===== src/rtl/regfile_hilo.sv =====
// Commits the writeback bus into the 32x32 GPR file, HI/LO and a GPR commit counter; reads are combinational, writes land in 1 edge.
// No backpressure: every cycle's bus is consumed. Defining REGFILE_BYPASS_EN adds same-cycle write-through on all read ports.
module regfile_hilo #(
   parameter int W_RF_WID = 104
) (
   input  logic                clk,
   input  logic                resetn,
   input  logic [W_RF_WID-1:0] W_RF_bus,
   input  logic [4:0]          raddr1,
   output logic [31:0]         rdata1,
   input  logic [4:0]          raddr2,
   output logic [31:0]         rdata2,
   output logic [31:0]         hi_rdata,
   output logic [31:0]         lo_rdata,
   output logic [31:0]         commit_cnt
);

   typedef struct packed {
      logic        hi_we;
      logic        lo_we;
      logic [31:0] hi_wdata;
      logic [31:0] lo_wdata;
      logic        rf_we;
      logic [4:0]  rf_waddr;
      logic [31:0] rf_wdata;
   } wb_bus_t;

   wb_bus_t          wb;
   logic [31:0][31:0] gpr;
   logic [31:0]      hi_q;
   logic [31:0]      lo_q;
   logic [31:0]      cnt_q;
   logic             gpr_wr;
   logic [31:0]      rd1;
   logic [31:0]      rd2;
   logic [31:0]      hi_rd;
   logic [31:0]      lo_rd;

   assign wb     = W_RF_bus;
   assign gpr_wr = wb.rf_we && (wb.rf_waddr != 5'd0);

   // Entry 0 is only ever cleared, so it stays a hard zero.
   always_ff @(posedge clk or negedge resetn) begin
      if (!resetn) begin
         gpr   <= '0;
         hi_q  <= '0;
         lo_q  <= '0;
         cnt_q <= '0;
      end else begin
         if (gpr_wr) begin
            gpr[wb.rf_waddr] <= wb.rf_wdata;
            cnt_q            <= cnt_q + 32'd1;
         end
         if (wb.hi_we) hi_q <= wb.hi_wdata;
         if (wb.lo_we) lo_q <= wb.lo_wdata;
      end
   end

   always_comb begin
      rd1   = (raddr1 == 5'd0) ? 32'd0 : gpr[raddr1];
      rd2   = (raddr2 == 5'd0) ? 32'd0 : gpr[raddr2];
      hi_rd = hi_q;
      lo_rd = lo_q;
`ifdef REGFILE_BYPASS_EN
      if (gpr_wr && (raddr1 == wb.rf_waddr)) rd1 = wb.rf_wdata;
      if (gpr_wr && (raddr2 == wb.rf_waddr)) rd2 = wb.rf_wdata;
      if (wb.hi_we) hi_rd = wb.hi_wdata;
      if (wb.lo_we) lo_rd = wb.lo_wdata;
`endif
   end

   // Gate on reset so a live bus cannot leak through the bypass path.
   assign rdata1     = resetn ? rd1   : 32'd0;
   assign rdata2     = resetn ? rd2   : 32'd0;
   assign hi_rdata   = resetn ? hi_rd : 32'd0;
   assign lo_rdata   = resetn ? lo_rd : 32'd0;
   assign commit_cnt = resetn ? cnt_q : 32'd0;

endmodule


===== config.mk =====
export PLATFORM = sky130hd
export DESIGN_NAME = regfile_hilo
export DESIGN_NICKNAME = d
export VERILOG_FILES = /design/src/rtl/regfile_hilo.sv
export SDC_FILE = /design/constraint.sdc
export NUM_CORES = 2
export LEC_CHECK = 0
export BUFFER_PORTS_ARGS = -buffer_cell sky130_fd_sc_hd__clkbuf_2
export CAP_MARGIN = 40
export CORE_MARGIN = 5
export CORE_UTILIZATION = 55
export DETAILED_ROUTE_END_ITERATION = 8
export GPL_TIMING_DRIVEN = 0
export HOLD_SLACK_MARGIN = 0.05
export PLACE_DENSITY = 0.73
export SYNTH_ARGS = -nofsm -noshare
export SYNTH_HDL_FRONTEND = slang
export SYNTH_SLANG_ARGS = --single-unit

===== constraint.sdc =====
create_clock -name clk -period 2.42 [get_ports clk]
set_clock_uncertainty 0.05 [all_clocks]
set_input_delay 0.363 -clock clk [delete_from_list [all_inputs] [get_ports clk]]
set_output_delay 0.363 -clock clk [all_outputs]
set_load 0.02 [all_outputs]

# [Yosys cells after proc, flatten, opt, wreduce, memory -nomap -nowiden]
# Index checks and enable logic that the tools add are counted.
[classes] add_sub_neg=1 n_mul=0 n_div=0 magnitude_cmp=4 n_eq_ne=0 shift=0 n_mux=14 bitwise_logic=0 n_reduce_logical=5
[ops] cell="1024-bit bitwise mux" n=1
[ops] cell="32-bit binary-select mux with 5-bit select" n=2
[ops] cell="32-bit 2-to-1 mux" n=10
[ops] cell="32-bit demux with 5-bit select" n=1
[ops] cell="32-bit by 1-bit adder with 32-bit output, second input constant" n=1
[ops] cell="5-bit by 6-bit < comparator with 1-bit output, second input constant" n=3
[ops] cell="5-bit logical NOT" n=2
[ops] cell="5-bit by 1-bit greater-or-equal comparator with 1-bit output, second input constant" n=1
[ops] cell="5-bit nonzero test" n=1
[ops] cell="1-bit logical AND" n=2
[totals] ff_bits=1120 latchBits=0 ram_bits=0 mem_bits_ro=0 word_cells=59 mem_count=0

# [Logic depth before layout (Yosys ltp)]
[depth] word_depth=5 mapped_depth=8 ltp_nobuf=5

# [Worst setup path before layout]
# OpenSTA, ideal clock, no wires.
[synth_path] path_kind="input-to-output" from="in raddr1[0]" to="out rdata1[11]" arrival_time_ns=1.825 t_required_ns=2.007 setup_slack_ns=0.182 stages=6 cell_sequence="buf_2 > buf_4 > buf_2 > mux4_2 > nand2_1 > nand4_1"
[synth_between] elab_chain_cells=4 word_cells_on_any_way=5 classes_between="mux: 4; reduce/logical: 1"
[synth_lines] item="from (decl)" line="9" source="input logic [4:0] raddr1,"
[synth_lines] item="32-bit binary-select mux with 5-bit select" line="60" source="rd1 = (raddr1 == 5'd0) ? 32'd0 : gpr[raddr1];"
[synth_lines] item="32-bit 2-to-1 mux (not written as such)" line="60"
[synth_lines] item="32-bit 2-to-1 mux *" line="60"
[synth_lines] item="32-bit 2-to-1 mux *" line="73" source="assign rdata1 = resetn ? rd1 : 32'd0;"
[synth_lines] item="to (decl)" line="10" source="output logic [31:0] rdata1,"
# Mark *: on every way between the ends. The rest lies on a longest branch, timed or not. The select of a mux whose other input is x is not followed.

# [Worst setup path in the final report]
[layout_path] from="in raddr2[1]" to="out rdata2[0]"
[layout_between] elab_chain_cells=4 word_cells_on_any_way=5 classes_between="mux: 4; reduce/logical: 1"
[layout_lines] item="from (decl)" line="11" source="input logic [4:0] raddr2,"
[layout_lines] item="32-bit binary-select mux with 5-bit select" line="61" source="rd2 = (raddr2 == 5'd0) ? 32'd0 : gpr[raddr2];"
[layout_lines] item="32-bit 2-to-1 mux (not written as such)" line="61"
[layout_lines] item="32-bit 2-to-1 mux *" line="61"
[layout_lines] item="32-bit 2-to-1 mux *" line="74" source="assign rdata2 = resetn ? rd2 : 32'd0;"
[layout_lines] item="to (decl)" line="12" source="output logic [31:0] rdata2,"
# Marked as above.

==> metrics.csv <==
stage,metric,value,unit
clocking,"CTS clk-pin slew, worst paths",70,ps
clocking,CTS tree,built,
final_layout,nets,5083,
worst_hold_path,HP Class,in2reg,
clocking,H-Tree Depth,3,
worst_setup_path,required time worst endpoint,2010,ps
run_status,failing checks,negative setup slack,
timing,Hold Fails Final Rpt,0,
run_status,status,"complete, but fails checks",
route,Avg WL per Cell,33.7,µm
timing,Max Slew Vio Count,0,
timing,RSZ-0062 raised after global routing,true,
route,WL final,217,mm
synth,Syn Inst Count,4274,
route,"antenna viol nets, final",0,
timing,Final period util,123,%
floorplanning,Initial Util,55.3,%
job,max cap viols,0,
clocking,CTS root buf,clkbuf_16,
route,WL met1,78.2,mm
global_route,initial antenna violation count,7,
placement,IO Port Bufs,267,
synth,top-area cell type share of the netlist area,48.1,%
final_layout,final cell count without fillers,6461,
synth,syn nets,4391,
synth,Post-synth EDFFs,0,
global_route,gr usage total,37.9,%
timing,final worst slack,-557,ps
worst_hold_path,hold path depth,2,
placement,Final HPWL DP,145,mm
floorplanning,die area,112000,µm²
worst_setup_path,R2R depth,5,
final_layout,fin util,68.2,%
worst_setup_path,crit start category,input port,
synth,mux cell area share after synthesis,38.6,%
global_route,largest net degree at the start of global routing,107,
worst_setup_path,crit path max fanout,10,
route,routed wl met2,96.7,mm
synth,synthesized area per cell,13.6,µm²
floorplanning,row count,119,
synth,sequential area share after synthesis,48.1,%
synth,post-synthesis compound-gate area fraction,5.66,%
route,initial drt markers,5090,
clocking,CTS sink cnt,1120,
synth,largest family of logic cells by synthesized area,multiplexers,
route,met3 WL,23.6,mm
synth,Synth Register Bits,1120,
route,drt pass-1 iters,8,
timing,Worst slew margin,37.5,%
synth,ranking of synthesized cells by area,"dfrtp_1 (48%), mux2_2 (20%), mux4_2 (9.8%)",
synth,simple-gate share of the synthesized area,3.58,%
pwr,power density over the cells,782,nW/µm²
synth,Synth Area in XOR/XNOR,0.466,%
synth,Netlist cell types,49,
floorplanning,core area,105000,µm²
route,highest metal used,met5,
placement,dpl cells,5998,
synth,Ys Warns,0,
route,Vias,44600,
worst_setup_path,critical path class,in2out,
timing,Final setup viols,78,
timing,Fmax,336,MHz
worst_setup_path,CP Data Arrival Time,2560,ps
timing,slew at the pin closest to its max-slew limit,934,ps
pwr,VDD IR max,0.727,mV
clocking,worst skew pair latency,720,ps
route,drt drc,0,
timing,Final min period,2980,ps
synth,most used flip-flop cell after synthesis,dfrtp_1,
floorplanning,chip height,335,µm
global_route,first-pass GRT wire length,311,mm
final_layout,Layout area overhead,23.4,%
synth,"count leader, synth",dfrtp_1,
pwr,Static Leak,32.3,nW
synth,Synth Area in Adders,0.0215,%
synth,cell taking the most area after synthesis,dfrtp_1,
clocking,CTS Buf Count,118,
worst_setup_path,CP endpoint kind,output port,
placement,routability cong.,1.00,
global_route,vias in the first global route,46200,
floorplanning,Die X,335,µm
floorplanning,# IOs,276,
global_route,GRT overflow,0,
final_layout,layout cells sized above 1,49.0,%
route,vias per inst,6.90,
synth,"top cells by count, synth","dfrtp_1 (1,120), mux2_2 (1,045), mux2i_1 (486), mux4_2 (253), clkbuf_1 (238)",
clocking,Max Buffers Root-to-Sink,3,
synth,"FFs w/ async S/R, synth",100,%
synth,cell area after synthesis,58200,µm²
==> per-layer routing <==
layer | vias to the layer above | global-route usage (%)
met5 | - | 1.36
met1 | 23000 | 46.7
met3 | 1048 | 12.2
met2 | 2962 | 57.5
met4 | 10 | 25.0
li1 | 17600 | -
==> final cells by class <==
cell class | instances | area [µm²]
clock inverters | 45 | 582
fillers | 7167 | 33400
flip-flops and latches | 1120 | 28000
plain buffers | 454 | 3190
well taps | 1391 | 1740
clock buffers | 172 | 3540
inverters | 6 | 25.0
repair buffers | 577 | 5490
diodes | 7 | 17.5
multi-input cells | 2689 | 29200
==> registers in the layout, summed over array words and instances (netlist names) <==
signal	flops
lo_q	32
hi_q	32
cnt_q	32
gpr	1024
==> worst max-delay path: stages <==
cell      delay, ps
buf_2           200
buf_4           270
buf_4           250
buf_8           210
mux4_2          350
a22oi_2         250
nand4_1         370
clkbuf_8        300
==> kinds of logic after synthesis <==
| logic type | after synthesis |
|---|---|
| AOI/OAI and AO/OA | 483 |
| and+or+nand+nor | 378 |
| xor gates and xnor gates | 31 |
| buffers and inverters | 465 |
| adders and majority gates | 1 |
| muxes | 1796 |
| DFF | 1120 |
==> cell usage in the layout (no fill, tap or decap), types with 29 or more instances in the layout <==
cell type | synthesis | layout
buf_12 | 0 | 36
and2_1 | 99 | 97
buf_8 | 0 | 42
nor2_1 | 32 | 29
a22oi_2 | 0 | 114
clkbuf_1 | 238 | 177
o22ai_1 | 195 | 183
buf_6 | 4 | 61
o21ai_2 | 0 | 32
dlygate4sd3_1 | 0 | 111
nand2_1 | 102 | 94
clkbuf_16 | 0 | 127
dfrtp_1 | 1120 | 1120
a22oi_1 | 189 | 75
mux4_2 | 253 | 253
clkbuf_2 | 2 | 223
nand4_1 | 69 | 69
buf_4 | 19 | 160
clkbuf_8 | 0 | 98
mux2i_1 | 486 | 473
mux2_2 | 1045 | 1045
clkbuf_4 | 0 | 39
buf_2 | 172 | 95
==> power by group <==
group	internal, mW	switching (mW)
clock network	11.5	7.88
logic	6.64	5.44
registers	22.2	2.62
==> stage by stage <==
step / area [µm²] / hold slack, ps / TNS, ps / total power, mW / setup slack, ps
after detailed placement: 62300 / 394 / -516840 / 35.2 / -2630
after floorplan: 58200 / 17.4 / 0 / 31.6 / 182
final: 71800 / 89.6 / -16610 / 56.2 / -557
after CTS: 71200 / 53.5 / -14260 / 55.6 / -457
after global placement: 61300 / 388 / - / 34.6 / -27740
after global routing: 71800 / 66.1 / -16420 / 58.1 / -486
==> repair_timing <==
| action | CTS | global route |
|---|---|---|
| endpoints found under the setup margin | 327 | 76 |
| pin swaps | 151 | 88 |
| gates cloned | 16 | 3 |
| setup buffers | 96 | 19 |
| resized for setup | 724 | 131 |
| hold endpoints to repair | 379 | 1 |
| hold buffers | 110 | 2 |
==> worst paths after layout <==
check	slack, ps	to	from
max	-560	rdata2[0]	raddr2[1]
min	90	hi_q[31]$_DFFE_PN0P_	W_RF_bus[103]
max reg2reg	550	cnt_q[30]$_DFFE_PN0P_	cnt_q[10]$_DFFE_PN0P_
min reg2reg	400	gpr[8]$_DFFE_PN0P_	gpr[8]$_DFFE_PN0P_
max in group asynchronous	440	gpr[490]$_DFFE_PN0P_	resetn
min in group asynchronous	130	gpr[101]$_DFFE_PN0P_	resetn
Note: power is estimated with default switching activity, not from simulation.
